`config.mk`:
```
export PLATFORM = sky130hd
export DESIGN_NAME = tmds_channel_encoder_flat
export DESIGN_NICKNAME = d
export VERILOG_FILES = /design/src/rtl/tmds_pkg.sv /design/src/rtl/tmds_channel_encoder_if.sv /design/src/rtl/tmds_qm_stage.sv /design/src/rtl/tmds_channel_encoder.sv /design/src/flat_wrapper.sv
export SDC_FILE = /design/constraint.sdc
export NUM_CORES = 1
export LEC_CHECK = 0
export CORE_UTILIZATION = 55
export DETAILED_ROUTE_END_ITERATION = 10
export PLACE_DENSITY = 0.78
export REMOVE_ABC_BUFFERS = 1
export SLEW_MARGIN = 15
export SYNTH_ARGS = -nofsm -noshare
export SYNTH_HDL_FRONTEND = slang
export SYNTH_SLANG_ARGS = --single-unit
export TNS_END_PERCENT = 100
```
`constraint.sdc`:
```
create_clock -name i_pixclk -period 2.8 [get_ports i_pixclk]
set_input_delay 0.84 -clock i_pixclk [delete_from_list [all_inputs] [get_ports i_pixclk]]
set_output_delay 0.84 -clock i_pixclk [all_outputs]
set_load 0.02 [all_outputs]
```
`src/rtl/tmds_pkg.sv`:
```
// tmds_pkg: shared TMDS symbol constants, TERC4 lookup and popcount helper.
// Used by tmds_qm_stage and tmds_channel_encoder (TERC4 only with TMDS_TERC4_EN).
package tmds_pkg;

    localparam logic [9:0] CTRL_SYM [4] = '{
        10'b1101010100, 10'b0010101011, 10'b0101010100, 10'b1010101011
    };

    localparam logic [9:0] TERC4_SYM [16] = '{
        10'b1010011100, 10'b1001100011, 10'b1011100100, 10'b1011100010,
        10'b0101110001, 10'b0100011110, 10'b0110001110, 10'b0100111100,
        10'b1011001100, 10'b0100111001, 10'b0110011100, 10'b1011000110,
        10'b1010001110, 10'b1001110001, 10'b0101100011, 10'b1011000011
    };

    function automatic logic [9:0] terc4(input logic [3:0] aux);
        return TERC4_SYM[aux];
    endfunction

    function automatic logic [3:0] popcount8(input logic [7:0] d);
        logic [3:0] c;
        c = '0;
        for (int i = 0; i < 8; i++)
            c = c + 4'(d[i]);
        return c;
    endfunction

endpackage

```
`src/rtl/tmds_channel_encoder_if.sv`:
```
// tmds_channel_encoder_if: pixel-side inputs and symbol output of one TMDS lane.
// TMDS_TERC4_EN adds the data-island inputs i_island/i_aux.
interface tmds_channel_encoder_if;
    logic       i_de;
    logic [7:0] i_data;
    logic [1:0] i_ctrl;
    logic [9:0] q_out;
`ifdef TMDS_TERC4_EN
    logic       i_island;
    logic [3:0] i_aux;
    modport master (output i_de, i_data, i_ctrl, i_island, i_aux, input q_out);
    modport slave  (input i_de, i_data, i_ctrl, i_island, i_aux, output q_out);
`else
    modport master (output i_de, i_data, i_ctrl, input q_out);
    modport slave  (input i_de, i_data, i_ctrl, output q_out);
`endif
endinterface

```
`src/rtl/tmds_qm_stage.sv`:
```
// tmds_qm_stage: transition-minimising first stage (byte -> q_m[8:0]) plus
// the ones/zeros count of q_m[7:0] needed by the DC-balance stage.
module tmds_qm_stage
    import tmds_pkg::*;
(
    input  logic [7:0] data,
    output logic [8:0] q_m,
    output logic [3:0] n1q,
    output logic [3:0] n0q
);

    logic [3:0] n1d;
    logic       use_xnor;

    // XNOR chaining is the XOR chain with every stage inverted.
    function automatic logic [7:0] chain(input logic [7:0] d, input logic inv);
        logic [7:0] q;
        q[0] = d[0];
        for (int i = 1; i < 8; i++)
            q[i] = q[i-1] ^ d[i] ^ inv;
        return q;
    endfunction

    always_comb begin
        n1d      = popcount8(data);
        use_xnor = (n1d > 4'd4) || (n1d == 4'd4 && !data[0]);
        q_m      = {!use_xnor, chain(data, use_xnor)};
        n1q      = popcount8(q_m[7:0]);
        n0q      = 4'd8 - n1q;
    end

endmodule

```
`src/rtl/tmds_channel_encoder.sv`:
```
// tmds_channel_encoder: DVI/HDMI TMDS 8b/10b encoder for one colour channel.
// Define TMDS_TERC4_EN to add HDMI data-island TERC4 encoding.
module tmds_channel_encoder
    import tmds_pkg::*;
#(
    parameter int CNT_W = 5
) (
    input  logic                  i_pixclk,
    input  logic                  i_reset,
    tmds_channel_encoder_if.slave bus
);

    localparam logic signed [CNT_W-1:0] TWO = CNT_W'(2);

    logic [8:0]              q_m;
    logic [3:0]              n1q, n0q;
    logic [9:0]              sym, ctrl_sym;
    logic signed [CNT_W-1:0] cnt, cnt_nx, bal;

    tmds_qm_stage u_qm (.data(bus.i_data), .q_m(q_m), .n1q(n1q), .n0q(n0q));

    assign bal = CNT_W'(n1q) - CNT_W'(n0q);

`ifdef TMDS_TERC4_EN
    assign ctrl_sym = bus.i_island ? terc4(bus.i_aux) : CTRL_SYM[bus.i_ctrl];
`else
    assign ctrl_sym = CTRL_SYM[bus.i_ctrl];
`endif

    // Default branch: send q_m as-is; the others invert to steer disparity back to 0.
    always_comb begin
        sym    = {1'b0, q_m[8], q_m[7:0]};
        cnt_nx = cnt + bal - (q_m[8] ? '0 : TWO);
        if (!bus.i_de) begin
            sym    = ctrl_sym;
            cnt_nx = '0;
        end else if (cnt == 0 || bal == 0) begin
            sym    = {~q_m[8], q_m[8], q_m[8] ? q_m[7:0] : ~q_m[7:0]};
            cnt_nx = q_m[8] ? cnt + bal : cnt - bal;
        end else if ((cnt > 0 && bal > 0) || (cnt < 0 && bal < 0)) begin
            sym    = {1'b1, q_m[8], ~q_m[7:0]};
            cnt_nx = cnt - bal + (q_m[8] ? TWO : '0);
        end
    end

    always_ff @(posedge i_pixclk or negedge i_reset) begin
        if (!i_reset) begin
            bus.q_out <= '0;
            cnt       <= '0;
        end else begin
            bus.q_out <= sym;
            cnt       <= cnt_nx;
        end
    end

endmodule

```
`src/flat_wrapper.sv`:
```
// flat-port wrapper written by rule: the top's interface ports become plain ports
module tmds_channel_encoder_flat import tmds_pkg::*;
#(
    parameter int CNT_W = 5
)
  (i_pixclk, i_reset, bus_i_de, bus_i_data, bus_i_ctrl, bus_q_out);
  tmds_channel_encoder_if bus_i ();
  input  logic i_pixclk;
  input  logic i_reset;
  input wire logic [$bits(bus_i.i_de)-1:0] bus_i_de;
  input wire logic [$bits(bus_i.i_data)-1:0] bus_i_data;
  input wire logic [$bits(bus_i.i_ctrl)-1:0] bus_i_ctrl;
  output wire logic [$bits(bus_i.q_out)-1:0] bus_q_out;
  assign bus_i.i_de = bus_i_de;
  assign bus_i.i_data = bus_i_data;
  assign bus_i.i_ctrl = bus_i_ctrl;
  assign bus_q_out = bus_i.q_out;
  tmds_channel_encoder #(.CNT_W(CNT_W)) u_core (.i_pixclk(i_pixclk), .i_reset(i_reset), .bus(bus_i));
endmodule
```
==> results by group, run 1 <==
Routing
  • Routed len/inst: 18.4 um
  • Initial detailed-routing violation count: 97
  • Residual DRC count: 0
  • Total number of vias: 1781
  • TritonRoute pass-1 iters: 4
  • Total Wirelength: 6010 um
  • DR vias/cell: 5.45
  • Count of nets left with antenna violations after detail routing: 0

Yosys
  • Avg Synthesized Cell Area: 9.93 um2
  • Number of storage elements in the synthesis netlist: 15
  • Netlist area before placement: 2000 um2
  • Number of enable-type register cells in the synthesized netlist: 0
  • Async SR Flop Fraction: 100%
  • Gate count of the mapped netlist: between 200 and 250
  • Top_reg_cell synth: dfrtp_1
  • Count of cell types in the netlist: slightly above 40
  • Warnings from Yosys: 0
  • Share of synthesized area occupied by flip-flops and latches: 18.8%

Placement
  • Placed Instance Area: approximately 2600 um2
  • Routability congestion estimate from global placement: 0.844
  • Detailed placer's ending HPWL: 3460 um
  • Port Buffers: 22

Floorplanning
  • Horiz. Die Dim: ~62 um
  • IO Count: 23
  • Core region area: 3420 um2
  • Die Ht: 62.2 um
  • Starting utilization of the core area: 58.4%
  • Std-Cell Rows: 21
  • Die Outline Area: a little under 4000 um2

Finish
  • Synthesis-to-layout area growth: 47.6%
  • Most frequent standard cell in the layout excluding fill and tap cells: buf_4
  • Commonest non-fill, non-tap cells in the layout: 51 x buf_4, 27 x inv_1, 23 x ha_1, 19 x clkdlybuf4s50_1
  • Total of fill cells in the finished design: 173
  • Layout cell share with drive strength beyond 1: 41.3%
  • Antenna cells: 0
  • Layout Cell Area excl Fill: 2950 um2
  • Final #Nets: 337

GRT
  • Global-route usage over all layers: 27.8%
  • Largest net degree at the start of global routing: 16
  • Vias in the first global route: 1714
  • Global-route wire length before repair: between 8000 and 9000 um
  • Antenna violations before repair: 0
  • Total gr overflow: 0

Timing
  • Transition time of the tightest slew-check pin: 605 ps
  • Period utilisation layout: 307%
  • Max Clock Skew: 1.19 ps
  • Worst-case headroom to the max-slew limit: 59.5%
  • Final critical-path required period: 8610 ps
  • Highest attainable clock frequency: 116 MHz
  • Final hold violation count: 0
  • Number of pins with negative max-slew slack in the final report: 0
  • Total setup violations reported at the end of the flow: 14
  • Post-route setup slack: -5810 ps
  • RSZ-0062 raised after global routing: yes

Setup path
  • Worst Reg2Reg Path Length in Cells: 6
  • Launching element type of the critical path: input pin
  • Cell with the biggest individual delay on the critical path: fa_1
  • Arrival time of data at the critical path endpoint: 8750 ps
  • Category of the worst setup path capture point: flop
  • Classification of the worst setup path: in -> reg
  • CP most frequent cell: fa_1
  • Largest driver fanout on the critical path: 4
  • CP required: 2940 ps
  • CP peak stage delay: about 570 ps

Job
  • Max-cap violations: 0

Clock tree
  • Clock net sink count: 15
  • Worst-skew pair later-pin latency: 270 ps
  • Number of buffers between clock root and the deepest sink: 2
  • TritonCTS clock tree: built
  • Number of H-tree levels: 1
  • Clock Tree Root: clkbuf_4
  • Register clock-pin slew on the reported worst setup and hold paths: 80 ps
  • Number of CTS-inserted buffers: 3

Min path
  • Worst Hold Path Cells: 1
  • Hold Path Class: reg -> reg

Run status
  • Violated checks: negative setup slack
  • Outcome: finished, violations left
-- critical path: cells and delay by family --
family,cells,cell delay (ps)
adder cells (fa/ha/maj),13,4980
AO/OA/AOI/OAI,4,690
XOR/XNOR,2,350
multiplexers,1,240
AND/OR/NAND/NOR,6,990
buffers and inverters,9,650
-- state kept, by name (all words and copies together) (netlist names) --
name / count
u_core.cnt: 5
u_core.bus.q_out: 10
-- what timing repair did --
item	4_1_cts	5_1_grt
pin swaps	46	18
buffers inserted	7	4
setup endpoints to repair	14	14
hold buffers	0	0
resized for setup	48	22
-- through the flow --
stage	setup slack [ps]	instances	utilization, %	setup TNS (ps)	hold slack [ps]
2_1_floorplan	-6230	199	-	-80460	456
3_3_place_gp	-6460	312	76.2	-84870	478
3_5_place_dp	-6730	312	76.2	-88380	480
4_1_cts	-5530	323	82.2	-71680	502
5_1_grt	-6000	327	86.2	-78550	520
6_report	-5810	327	86.2	-75820	511
-- per-layer routing --
metal,wire (um),track usage [%]
met3,272,1.29
met5,0,0
met1,2320,35.0
met2,3120,52.1
met4,297,6.40
-- synth_stat cells (all sizes together) (3+ instances only) --
cell / number / area (um2)
a21o: 6 / 45.0
xnor2: 22 / 219
o21ai: 6 / 52.6
ha: 30 / 375
inv: 37 / 139
a21oi: 18 / 90.1
nand2: 3 / 11.3
fa: 12 / 240
xor2: 9 / 124
dfrtp: 15 / 375
nor2: 16 / 60.1
-- final timing paths --
| kind | start | end | slack (ps) |
|---|---|---|---|
| setup / recovery | bus_i_data[3] | u_core.bus.q_out[5] | -5810 |
| hold reg to reg | u_core.cnt[0] | u_core.cnt[0] | 510 |
| setup reg to reg | u_core.cnt[1] | u_core.cnt[2] | 510 |
| max in group asynchronous | i_reset | u_core.bus.q_out[4] | 1460 |
| hold / removal | u_core.cnt[0] | u_core.cnt[0] | 510 |
| min in group asynchronous | i_reset | u_core.cnt[0] | 950 |
-- final cells by class --
class	instances	area, um2	area share, %
inverter	37	141	4.80
timing repair buffer	78	661	22.4
clock buffer	4	26.3	0.892
sequential	15	375	12.7
multi-input combinational	147	1680	57.2
tap	46	57.6	1.95
-- cells by family (layout without fill, tap and decap cells) --
logic type	after synthesis	after routing	share of synthesized area (%)
xor gates and xnor gates	33	33	19.4
adders and majority gates	42	42	30.8
AOI/OAI and AO/OA	41	41	14.7
and+or+nand+nor	28	28	6.58
buffers and inverters	39	119	7.40
muxes	3	3	2.19
DFF	15	15	18.8
Power of run 1 is not shown: default switching activity piles up to over one toggle a cycle in this logic, so the estimate is an artifact.
==> run 2: changes to the inputs <==
SETUP_SLACK_MARGIN = 0.3   (was not set)
==> results of run 2 <==
Final layout, timing and power as in run 1 (identical DEF).
Power of run 2 is left out for the same reason.
==> run 3: changes to the inputs <==
REMOVE_ABC_BUFFERS = not set   (was 1)
==> results by group, run 3 (synthesis gave the netlist of run 1 again) <==
Job
  • Max-cap violations: 0

Timing
  • Post-route worst hold slack: 548 ps
  • Max Clock Skew: 10.9 ps
  • Highest attainable clock frequency: 119 MHz
  • Final critical-path required period: ~8400 ps
  • Final TNS setup: -72030 ps
  • Final hold violation count: 0
  • Worst-case headroom to the max-slew limit: 56.8%
  • Total setup violations reported at the end of the flow: 14
  • RSZ-0062 raised after global routing: yes
  • Period utilisation layout: 299%
  • Transition time of the tightest slew-check pin: 646 ps
  • Post-route setup slack: -5570 ps
  • Number of pins with negative max-slew slack in the final report: 0

Setup path
  • Worst Reg2Reg Path Length in Cells: 6
  • Launching element type of the critical path: input pin
  • Classification of the worst setup path: in -> reg
  • CP most frequent cell: fa_1
  • Largest delay share family, worst path: adder cells
  • CP required: 2950 ps
  • Stages on the worst setup path: 33
  • Cell with the biggest individual delay on the critical path: fa_1
  • Largest driver fanout on the critical path: 5
  • Number of buffer and inverter instances along the worst setup path: 8
  • Category of the worst setup path capture point: flop
  • Arrival time of data at the critical path endpoint: ~8500 ps
  • CP peak stage delay: 560 ps

Floorplanning
  • Die Ht: 62.2 um
  • Die Outline Area: 3870 um2
  • Horiz. Die Dim: about 62 um
  • Std-Cell Rows: 21
  • IO Count: 23
  • Starting utilization of the core area: about 60%
  • Core region area: 3420 um2

Routing
  • TritonRoute pass-1 iters: 4
  • DR vias/cell: 5.32
  • Routed len/inst: 17.4 um
  • Total number of vias: 1718
  • Initial detailed-routing violation count: 144
  • Count of nets left with antenna violations after detail routing: 0
  • Total Wirelength: approximately 5600 um
  • Residual DRC count: 0

Finish
  • Layout cell share with drive strength beyond 1: 41.9%
  • Final std cells w/o fill: around 320
  • Final #Nets: 333
  • Synthesis-to-layout area growth: 46.8%
  • Antenna cells: 0
  • Seq. cell area: 375 um2
  • Regs by FF count: u_core.bus.q_out (10), u_core.cnt (5)
  • Number of flip-flops under the largest register name: 10
  • Total of fill cells in the finished design: approximately 160
  • Commonest non-fill, non-tap cells in the layout: 49 x buf_4, 27 x inv_1, 22 x ha_1, 19 x clkdlybuf4s50_1
  • Register with the most flip-flops: u_core.bus.q_out
  • Most frequent standard cell in the layout excluding fill and tap cells: buf_4
  • Combined area of the multi-input logic cells: roughly 1700 um2

Clock tree
  • TritonCTS clock tree: built
  • Number of H-tree levels: 1
  • Clock net sink count: 15
  • Number of buffers between clock root and the deepest sink: 2
  • Cts-stage hold buffer count: 0
  • Clock Tree Root: clkbuf_4
  • Number of CTS-inserted buffers: 3
  • Register clock-pin slew on the reported worst setup and hold paths: 80 ps
  • Worst-skew pair later-pin latency: approximately 300 ps

GRT
  • Total gr overflow: 0
  • Global-route wire length before repair: 8770 um
  • Largest net degree at the start of global routing: 16
  • Antenna violations before repair: 0
  • Vias in the first global route: 1856
  • Global-route usage over all layers: between 20% and 30%

Min path
  • Hold Path Class: reg -> reg
  • Worst Hold Path Cells: 1

Run status
  • Violated checks: negative setup slack
  • Outcome: finished, violations left

Placement
  • Port Buffers: 22
  • Number of placed instances with taps included: between 300 and 400
  • Routability congestion estimate from global placement: 0.845
  • Detailed placer's ending HPWL: 3640 um

Yosys
  • Number of nets in the synthesized netlist: around 260
==> run 3: final timing paths <==
kind	start	endpoint	slack, ps
min	u_core.cnt[0]	u_core.cnt[0]	550
min reg2reg	u_core.cnt[0]	u_core.cnt[0]	550
min in group asynchronous	i_reset	u_core.bus.q_out[3]	930
max in group asynchronous	i_reset	u_core.bus.q_out[8]	1450
max reg2reg	u_core.cnt[1]	u_core.cnt[2]	510
max	bus_i_data[3]	u_core.cnt[4]	-5570
==> run 3: repair_timing <==
item	in CTS	in global routing
gates resized for setup	32	19
setup endpoints to repair	14	14
pin swaps	34	13
setup buffers	5	5
==> run 3: area by class of cell <==
| cell class | instances | area share, % |
|---|---|---|
| clock buffers | 3 | 0.769 |
| clock inverters | 1 | 0.171 |
| inverters | 37 | 5.34 |
| multi-input cells | 147 | 57.5 |
| flip-flops and latches | 15 | 12.8 |
| well taps | 46 | 1.96 |
| repair buffers | 74 | 21.4 |
==> run 3: routing by layer <==
layer  global-route usage (%)  routed length (um)
met3                     2.39                 247
met4                     15.4                 187
met2                     55.1                3110
met5                        0                   0
met1                     32.5                2070
==> run 3: per-stage QoR <==
stage / area (um2) / util (%) / setup slack (ps)
6_report: 2930 / 85.8 / -5570
5_1_grt: 2930 / 85.8 / -5770
4_1_cts: 2820 / 82.5 / -5490
3_5_place_dp: 2680 / 78.5 / -6510
3_3_place_gp: 2680 / 78.5 / -6310
2_1_floorplan: 2100 / - / -5880
Power of run 3 is left out for the same reason.
